**src/rtl/lifo_stack_if.sv**
```systemverilog
// Bundled control/status signals for lifo_stack: push/pop/clear, top-of-stack,
// occupancy flags, indexed read port and sticky error flags.
interface lifo_stack_if #(
  parameter int DEPTH = 8,
  parameter int WIDTH = 6
);
  localparam int CNT_W = $clog2(DEPTH + 1);
  localparam int IDX_W = (DEPTH > 2) ? $clog2(DEPTH) : 1;

  logic             clear;
  logic             push;
  logic             pop;
  logic [WIDTH-1:0] in_data;
  logic [WIDTH-1:0] out_data;
  logic             empty;
  logic             full;
  logic [CNT_W-1:0] count;
  logic [IDX_W-1:0] rd_idx;
  logic [WIDTH-1:0] rd_data;
  logic             err_ovf;
  logic             err_udf;

  modport master (
    output clear, push, pop, in_data, rd_idx,
    input  out_data, empty, full, count, rd_data, err_ovf, err_udf
  );

  modport slave (
    input  clear, push, pop, in_data, rd_idx,
    output out_data, empty, full, count, rd_data, err_ovf, err_udf
  );
endinterface

```
**src/rtl/lifo_stack.sv**
```systemverilog
// Parametrised LIFO stack with replace-top, synchronous clear and indexed read.
// Optional sticky overflow/underflow flags enabled by defining STACK_ERR_EN.
module lifo_stack #(
  parameter int DEPTH = 8,
  parameter int WIDTH = 6
) (
  input logic         clk,
  input logic         reset,
  lifo_stack_if.slave bus
);
  localparam int CNT_W = $clog2(DEPTH + 1);
  localparam int IDX_W = (DEPTH > 2) ? $clog2(DEPTH) : 1;

  logic [WIDTH-1:0] mem_r [DEPTH];
  logic [CNT_W-1:0] count_r;
  logic [CNT_W-1:0] count_nxt_s;
  logic [WIDTH-1:0] out_data_r;
  logic [WIDTH-1:0] out_data_nxt_s;
  logic             empty_s;
  logic             full_s;
  logic             wr_en_s;
  logic [IDX_W-1:0] wr_addr_s;
  logic [IDX_W-1:0] top_idx_s;
  logic [IDX_W-1:0] below_top_s;

  assign empty_s     = (count_r == {CNT_W{1'b0}});
  assign full_s      = (count_r == CNT_W'(DEPTH));
  assign top_idx_s   = IDX_W'(count_r - CNT_W'(1));
  assign below_top_s = IDX_W'(count_r - CNT_W'(2));

  // Operation decode: write strobe, next occupancy and next top-of-stack
  always_comb begin
    count_nxt_s    = count_r;
    out_data_nxt_s = out_data_r;
    wr_en_s        = 1'b0;
    wr_addr_s      = IDX_W'(count_r);
    if (bus.push && bus.pop && !empty_s) begin
      wr_en_s        = 1'b1;
      wr_addr_s      = top_idx_s;
      out_data_nxt_s = bus.in_data;
    end else if (bus.push) begin
      // push&pop on an empty stack lands here and acts as a plain push
      if (!full_s) begin
        wr_en_s        = 1'b1;
        count_nxt_s    = count_r + CNT_W'(1);
        out_data_nxt_s = bus.in_data;
      end else begin
        count_nxt_s = count_r;
      end
    end else if (bus.pop) begin
      if (!empty_s) begin
        count_nxt_s = count_r - CNT_W'(1);
        if (count_r > CNT_W'(1)) begin
          out_data_nxt_s = mem_r[below_top_s];
        end else begin
          out_data_nxt_s = {WIDTH{1'b0}};
        end
      end else begin
        count_nxt_s = count_r;
      end
    end else begin
      count_nxt_s = count_r;
    end
  end

  // Occupancy and registered top-of-stack
  always_ff @(posedge clk) begin
    if (reset) begin
      count_r    <= {CNT_W{1'b0}};
      out_data_r <= {WIDTH{1'b0}};
    end else if (bus.clear) begin
      count_r    <= {CNT_W{1'b0}};
      out_data_r <= {WIDTH{1'b0}};
    end else begin
      count_r    <= count_nxt_s;
      out_data_r <= out_data_nxt_s;
    end
  end

  // Entry storage; never reset, so stale contents are masked by count
  always_ff @(posedge clk) begin
    if (!reset && !bus.clear && wr_en_s) begin
      mem_r[wr_addr_s] <= bus.in_data;
    end
  end

  assign bus.out_data = out_data_r;
  assign bus.count    = count_r;
  assign bus.empty    = empty_s;
  assign bus.full     = full_s;
  assign bus.rd_data  = (CNT_W'(bus.rd_idx) < count_r) ? mem_r[bus.rd_idx]
                                                       : {WIDTH{1'b0}};

`ifdef STACK_ERR_EN
  logic ovf_ev_s;
  logic udf_ev_s;
  logic err_ovf_r;
  logic err_udf_r;

  assign ovf_ev_s = bus.push && !bus.pop && full_s;
  assign udf_ev_s = bus.pop && !bus.push && empty_s;

  // Sticky error flags; only reset clears them, clear leaves them alone
  always_ff @(posedge clk) begin
    if (reset) begin
      err_ovf_r <= 1'b0;
      err_udf_r <= 1'b0;
    end else if (!bus.clear) begin
      if (ovf_ev_s) begin
        err_ovf_r <= 1'b1;
      end
      if (udf_ev_s) begin
        err_udf_r <= 1'b1;
      end
    end
  end

  assign bus.err_ovf = err_ovf_r;
  assign bus.err_udf = err_udf_r;
`else
  assign bus.err_ovf = 1'b0;
  assign bus.err_udf = 1'b0;
`endif
endmodule

```
**src/flat_wrapper.sv**
```systemverilog
// flat-port wrapper written by rule: the top's interface ports become plain ports
module lifo_stack_flat 
#(
  parameter int DEPTH = 8,
  parameter int WIDTH = 6
)
  (clk, reset, bus_clear, bus_push, bus_pop, bus_in_data, bus_rd_idx, bus_out_data, bus_empty, bus_full, bus_count, bus_rd_data, bus_err_ovf, bus_err_udf);
  lifo_stack_if #(.DEPTH(DEPTH), .WIDTH(WIDTH)) bus_i ();
  input logic clk;
  input logic reset;
  input wire logic [$bits(bus_i.clear)-1:0] bus_clear;
  input wire logic [$bits(bus_i.push)-1:0] bus_push;
  input wire logic [$bits(bus_i.pop)-1:0] bus_pop;
  input wire logic [$bits(bus_i.in_data)-1:0] bus_in_data;
  input wire logic [$bits(bus_i.rd_idx)-1:0] bus_rd_idx;
  output wire logic [$bits(bus_i.out_data)-1:0] bus_out_data;
  output wire logic [$bits(bus_i.empty)-1:0] bus_empty;
  output wire logic [$bits(bus_i.full)-1:0] bus_full;
  output wire logic [$bits(bus_i.count)-1:0] bus_count;
  output wire logic [$bits(bus_i.rd_data)-1:0] bus_rd_data;
  output wire logic [$bits(bus_i.err_ovf)-1:0] bus_err_ovf;
  output wire logic [$bits(bus_i.err_udf)-1:0] bus_err_udf;
  assign bus_i.clear = bus_clear;
  assign bus_i.push = bus_push;
  assign bus_i.pop = bus_pop;
  assign bus_i.in_data = bus_in_data;
  assign bus_i.rd_idx = bus_rd_idx;
  assign bus_out_data = bus_i.out_data;
  assign bus_empty = bus_i.empty;
  assign bus_full = bus_i.full;
  assign bus_count = bus_i.count;
  assign bus_rd_data = bus_i.rd_data;
  assign bus_err_ovf = bus_i.err_ovf;
  assign bus_err_udf = bus_i.err_udf;
  lifo_stack #(.DEPTH(DEPTH), .WIDTH(WIDTH)) u_core (.clk(clk), .reset(reset), .bus(bus_i));
endmodule
```
**config.mk**
```make
export PLATFORM = sky130hd
export DESIGN_NAME = lifo_stack_flat
export DESIGN_NICKNAME = d
export VERILOG_FILES = /design/src/rtl/lifo_stack_if.sv /design/src/rtl/lifo_stack.sv /design/src/flat_wrapper.sv
export SDC_FILE = /design/constraint.sdc
export NUM_CORES = 1
export LEC_CHECK = 0
export CAP_MARGIN = 0
export CORE_MARGIN = 1.5
export CORE_UTILIZATION = 51
export DETAILED_ROUTE_END_ITERATION = 10
export PLACE_DENSITY = 0.79
export SLEW_MARGIN = 20
export SYNTH_ARGS = -nofsm -noshare
export SYNTH_HDL_FRONTEND = slang
export SYNTH_SLANG_ARGS = --single-unit
```
**constraint.sdc**
```tcl
create_clock -name clk -period 2.75 [get_ports clk]
set_clock_uncertainty 0.2 [all_clocks]
set_input_delay 0.55 -clock clk [delete_from_list [all_inputs] [get_ports clk]]
set_output_delay 0.55 -clock clk [all_outputs]
set_load 0.1 [all_outputs]
```
Word level (Yosys, flattened, before mapping) --
Memories as Yosys holds them, arrays and structs flattened. Index checks and enable logic that the tools add are counted.
Word-level totals: input bits 14, memories 1, word-level logic and storage cells 44, memory bits (writable) 48, register bits 10
Memories:
- u_core.mem_r | depth 8, bits a word 6, rd ports 2, clocked after Yosys merged registers in 0, wr ports 1, line lifo_stack.sv:14 | logic [WIDTH-1:0] mem_r [DEPTH];
Operators by class: $add $sub $neg 3, reduce and logical (&&, ||, !) cells 13, $lt $le $gt $ge 2, muxes and demuxes 17, eq/ne operators 5, bitwise gates (word level) 1
Operator list (count):
- 6-bit 2-to-1 mux | 7
- 4-bit 2-to-1 mux | 4
- 1-bit 2-to-1 mux | 5
- 4-bit by 1-bit adder with 4-bit output, second input constant | 1
- 4-bit == test, second input constant | 1
- 4-bit by 1-bit > comparator with 1-bit output, second input constant | 1
- 1-bit logical AND | 4
- 4-bit zero test | 1
- 3-bit by 4-bit < comparator with 1-bit output | 1
- 2-bit != test, second input constant | 2
- 4-bit AND reduction | 1
- 4-bit by 1-bit subtractor with 4-bit output, second input constant | 1
- 1-bit zero test | 3
- 3-bit 2-to-1 mux | 1
- 3-bit by 2-bit != test with 1-bit output, second input constant | 1
- 3-bit != test, second input constant | 1
- 3-bit AND reduction | 1
- 3-bit nonzero test | 1
- 3-bit by 2-bit subtractor with 3-bit output, second input constant | 1
- 2-bit nonzero test | 1
- 2-bit OR reduction | 1
- 1-bit NOT | 1

Logic depth before layout (Yosys ltp) --
Gate-level depths: netlist of run 1.
depth in word-level cells 7, depth in mapped cells 9, mapped depth without buffers 7

Worst setup path after synthesis of run 1 --
OpenSTA, ideal clock, no wires.
path kind register -> register, from register u_core.count_r[0] (netlist: u_core.bus.count[0]), to memory u_core.mem_r[0][0], enable pin, required time 2.173 ns, slack -1.547 ns, arrival 3.720 ns, period minus slack after synthesis 4.297 ns, cell stages (with the launch flop) 9, path buffers 1, cell sequence dfxtp_1 buf_4 inv_1 ha_1 nor3b_2 nor2_1 nor2_1 a21oi_1 nor3_1
On the way: cells in the longest elaborated chain, start to end 7, elaborated cells on any way between the ends 12
RTL lines:
- start: declaration | line lifo_stack.sv:15 | logic [CNT_W-1:0] count_r;
- start signal: assignment | line lifo_stack.sv:69 | count_r <= {CNT_W{1'b0}};
- start signal: assignment | line lifo_stack.sv:72 | count_r <= {CNT_W{1'b0}};
- start signal: assignment | line lifo_stack.sv:75 | count_r <= count_nxt_s;
- 4-bit zero test * | line lifo_stack.sv:26 | assign empty_s = (count_r == {CNT_W{1'b0}});
- named net bus_empty | line flat_wrapper.sv:17 | output wire logic [$bits(bus_i.empty)-1:0] bus_empty;
- 1-bit zero test * | line lifo_stack.sv:37 | if (bus.push && bus.pop && !empty_s) begin
- 1-bit logical AND * | line lifo_stack.sv:37
- 1-bit 2-to-1 mux | line lifo_stack.sv:37
- 1-bit logical AND | line lifo_stack.sv:82 | if (!reset && !bus.clear && wr_en_s) begin
- 1-bit 2-to-1 mux | line lifo_stack.sv:82
- 1-bit 2-to-1 mux (not written as such) | line lifo_stack.sv:83 | mem_r[wr_addr_s] <= bus.in_data;
- end: declaration | line lifo_stack.sv:14
The timed path passes the listed nets; every way through them passes the cells marked *.

Worst setup path after layout of run 1 --
from input bus_rd_idx[1], to output bus_rd_data[0]
On the way: cells in the longest elaborated chain, start to end 2, elaborated cells on any way between the ends 3
RTL lines:
- start: declaration | line flat_wrapper.sv:15 | input wire logic [$bits(bus_i.rd_idx)-1:0] bus_rd_idx;
- memory 8 x 6 bit / 3-bit by 4-bit < comparator with 1-bit output (equally long branches)
- 6-bit 2-to-1 mux * | line lifo_stack.sv:91 | assign bus.rd_data = (CNT_W'(bus.rd_idx) < count_r) ? mem_r[bus.rd_idx]
- end: declaration | line flat_wrapper.sv:20 | output wire logic [$bits(bus_i.rd_data)-1:0] bus_rd_data;
Every way passes the cells marked *; elsewhere a longest branch is shown, timed or not.

==> results of run 1 <==
==> metal layers <==
metal,track usage (%),wire (um)
met1,30.49,2831
met2,42.02,3718
met3,5.143,521
met4,11.90,124
met5,0,0
==> layout make-up <==
type / count / area, sq um / share of cell area (%)
flip-flops and latches: 58 / 1654 / 39.80
multi-input cells: 147 / 1578 / 37.96
well taps: 72 / 90.09 / 2.167
repair buffers: 54 / 583.1 / 14.03
clock buffers: 9 / 123.9 / 2.980
clock inverters: 7 / 102.6 / 2.468
inverters: 4 / 25.02 / 0.6020
==> synth_stat cells, drive strengths merged, types with 4 or more instances <==
cell	number	area (sq um)
nand3	4	20.02
nor3	9	45.04
a32oi	6	52.55
a21oi	11	66.32
edfxtp	48	1441
buf	11	67.56
a22oi	12	90.09
mux2i	34	352.8
inv	4	15.01
dfxtp	10	200.2
nor2	17	66.32
nand2	4	15.01
ha	9	112.6
o21ai	8	40.04
mux4	12	270.3
==> registers in the layout, summed over array words and instances (netlist names) <==
signal and count:
u_core.mem_r 48, u_core.bus.out_data 6, u_core.bus.count 4
==> cell families (layout without fill, tap and decap cells) <==
group                      after synthesis  count (layout)  share of synthesized area (%)
AOI/OAI and AO/OA                       41              41                          9.280
xor gates and xnor gates                 2               2                         0.5801
adders and majority gates                9               9                          3.728
buffers and inverters                   17              74                          2.982
DFF                                     58              58                          54.35
muxes                                   48              48                          21.38
other                                    1               2                         0.1242
and+or+nand+nor                         45              45                          7.581
==> where the power goes <==
| part | leakage (uW) | total [uW] | internal [uW] | switching [uW] |
|---|---|---|---|---|
| clock | 0.000110 | 877 | 517 | 360 |
| combinational | 0.000819 | 662 | 240 | 422 |
| sequential | 0.000517 | 987 | 968 | 18.7 |
==> through the flow <==
step	cells	utilization (%)	hold WS (ns)	cell area (sq um)	setup WS, ns
finish	351	74.12	0.3174	4156	0.06316
global route	351	74.12	0.3697	4156	-0.001088
CTS	352	74.14	0.3222	4158	0.002956
detailed placement	334	68.74	0.3050	3855	-0.3307
global placement	334	68.74	0.3042	3855	-0.3080
floorplan	222	-	0.4489	3286	-0.2604
==> tightest hold or removal path, stage by stage, from the launching register on <==
cell and delay [ns]:
dfxtp_1 0.31, o21ai_1 0.12, a21oi_1 0.04
==> cell usage in the layout (no fill, tap or decap), types with 7 or more instances in the layout <==
master | synthesis | routed
a21oi_1 | 10 | 8
clkdlybuf4s50_1 | 0 | 10
nor2_4 | 0 | 10
buf_12 | 0 | 11
clkbuf_8 | 0 | 9
mux2i_1 | 33 | 27
edfxtp_1 | 48 | 48
ha_1 | 9 | 8
a22oi_1 | 12 | 12
mux4_2 | 12 | 12
buf_4 | 6 | 27
nor2_1 | 16 | 7
nor3_4 | 0 | 8
==> repair_timing <==
item	CTS	global route
hold endpoints to repair	0	0
resized for setup	14	6
pin swaps	2	2
cloned	0	0
buffers inserted	2	0
setup endpoints to repair	6	6
hold buffers	0	0
==> final timing paths <==
path                                             start                endpoint  slack, ns  depth (start not counted)
worst min register to register  u_core.bus.out_data[4]  u_core.bus.out_data[4]       0.32                          2
worst min-delay path            u_core.bus.out_data[4]  u_core.bus.out_data[4]       0.32                          2
worst max-delay path                     bus_rd_idx[1]          bus_rd_data[0]       0.06                          7
worst max register to register     u_core.bus.count[0]      u_core.mem_r[1][0]       0.40                          7
==> impl_results.md, run 1 <==
* ANT nets after route at 0
* Number of remaining DRC errors at 0
* Max clock buf depth at 2
* Worst path slowest cell: nor2_4
* Via count at 2127
* Final Power at 2526 uW
* Post-Syn Instances at 221
* Final hold vios at 0
* #FFs+latches synth at 58
* Fin crit share at 97.70%
* Fmax achieved at 372.2 MHz
* FILL cells at 351
* First-pass GRT wire length at 11200 um
* Vias in the first global route at 2144
* I/O Pins at 34
* Via/cell ratio at 6.060
* Row count at 27
* GRT Resource Usage Total at 24.94%
* Setup TNS at 0 ns
* Initial DRT Pass Iterations at 4
* IO Port Bufs at 31
* Critical Path Max Stage Delay at 0.38 ns
* Syn Std Cell Area at 3020 sq um
* RSZ-0062 raised after global routing: true
* Outcome: completed
* PwrDens at 607.7 nW/um^2
* Gp weighted congestion at 0.8823
* Count of cell types in the netlist at 36
* Final worst path period need at 2.687 ns
* Clock Root Buffer: clkbuf_8
* Leak at 0.001446 uW
* Iteration-0 DRC Markers at 131
* Die H at 79.96 um
* Hpwl dp at 5171 um
* Primary FF master, synth: edfxtp_1
* Avg Cell Area, Syn at 13.67 sq um
* Final Max Slew Viols at 0
* Final #Nets at 297
* Final setup violation count at 0
* Die area at 6393 sq um
* Number of buffers created by CTS at 9
* CP Class: input pin to output pin
* H-tree depth at 3
* Crit-path max FO at 6
* Worst endpoint required time at 2.00 ns
* Initial Util at 53.86%
* Share of cells above drive strength 1 at 40.86%
* Initial antenna violation count at 0
* Rel. slew slack at 62.84%
* VDD IR-drop max at 0.4822 mV
* N_diodes at 0
* Core area at 5608 sq um
* Clock transition at path regs at 0.07 ns
* Yosys warning count at 0
* Critical path's top delay family: simple AND/OR/NAND/NOR gates
* Number of buffers and inverters on the critical path at 2
* Critical-path cell list: dlygate4sd2_1 -> ha_1 -> a21o_1 -> a21oi_2 -> nor2_4 -> nor2_4 -> buf_12
* WL final at 7196 um
* Largest net degree at the start of global routing at 18
* EDFF count, synth at 48
* Routed WL per cell at 20.50 um
* CTS Sinks at 58
* Sequential area share after synthesis at 54.35%
* Hold Path Class: flip-flop to flip-flop
* Ys async rst share at 0%
* Gr ovfl total at 0
* Critical Path Source Type: input pin
* Actual slew at the worst max-slew pin at 0.5553 ns
* Width of the die at 79.96 um
* Area growth from synthesis to layout at 37.61%
* CP endpoint kind: output pin
* Most used cell, CP: nor2_4
* Clk_lat worst skew at 0.34 ns
* CTS tree: done
* Max-cap violation count at 0
* CP Data Arrival Time at 1.94 ns
Note: power is estimated with default switching activity, not from simulation.
==> run 2: changes to the inputs <==
HOLD_SLACK_MARGIN = 0.08   (was unset)
==> results of run 2 <==
The final DEF is identical to that of run 1; final timing and power are the same.
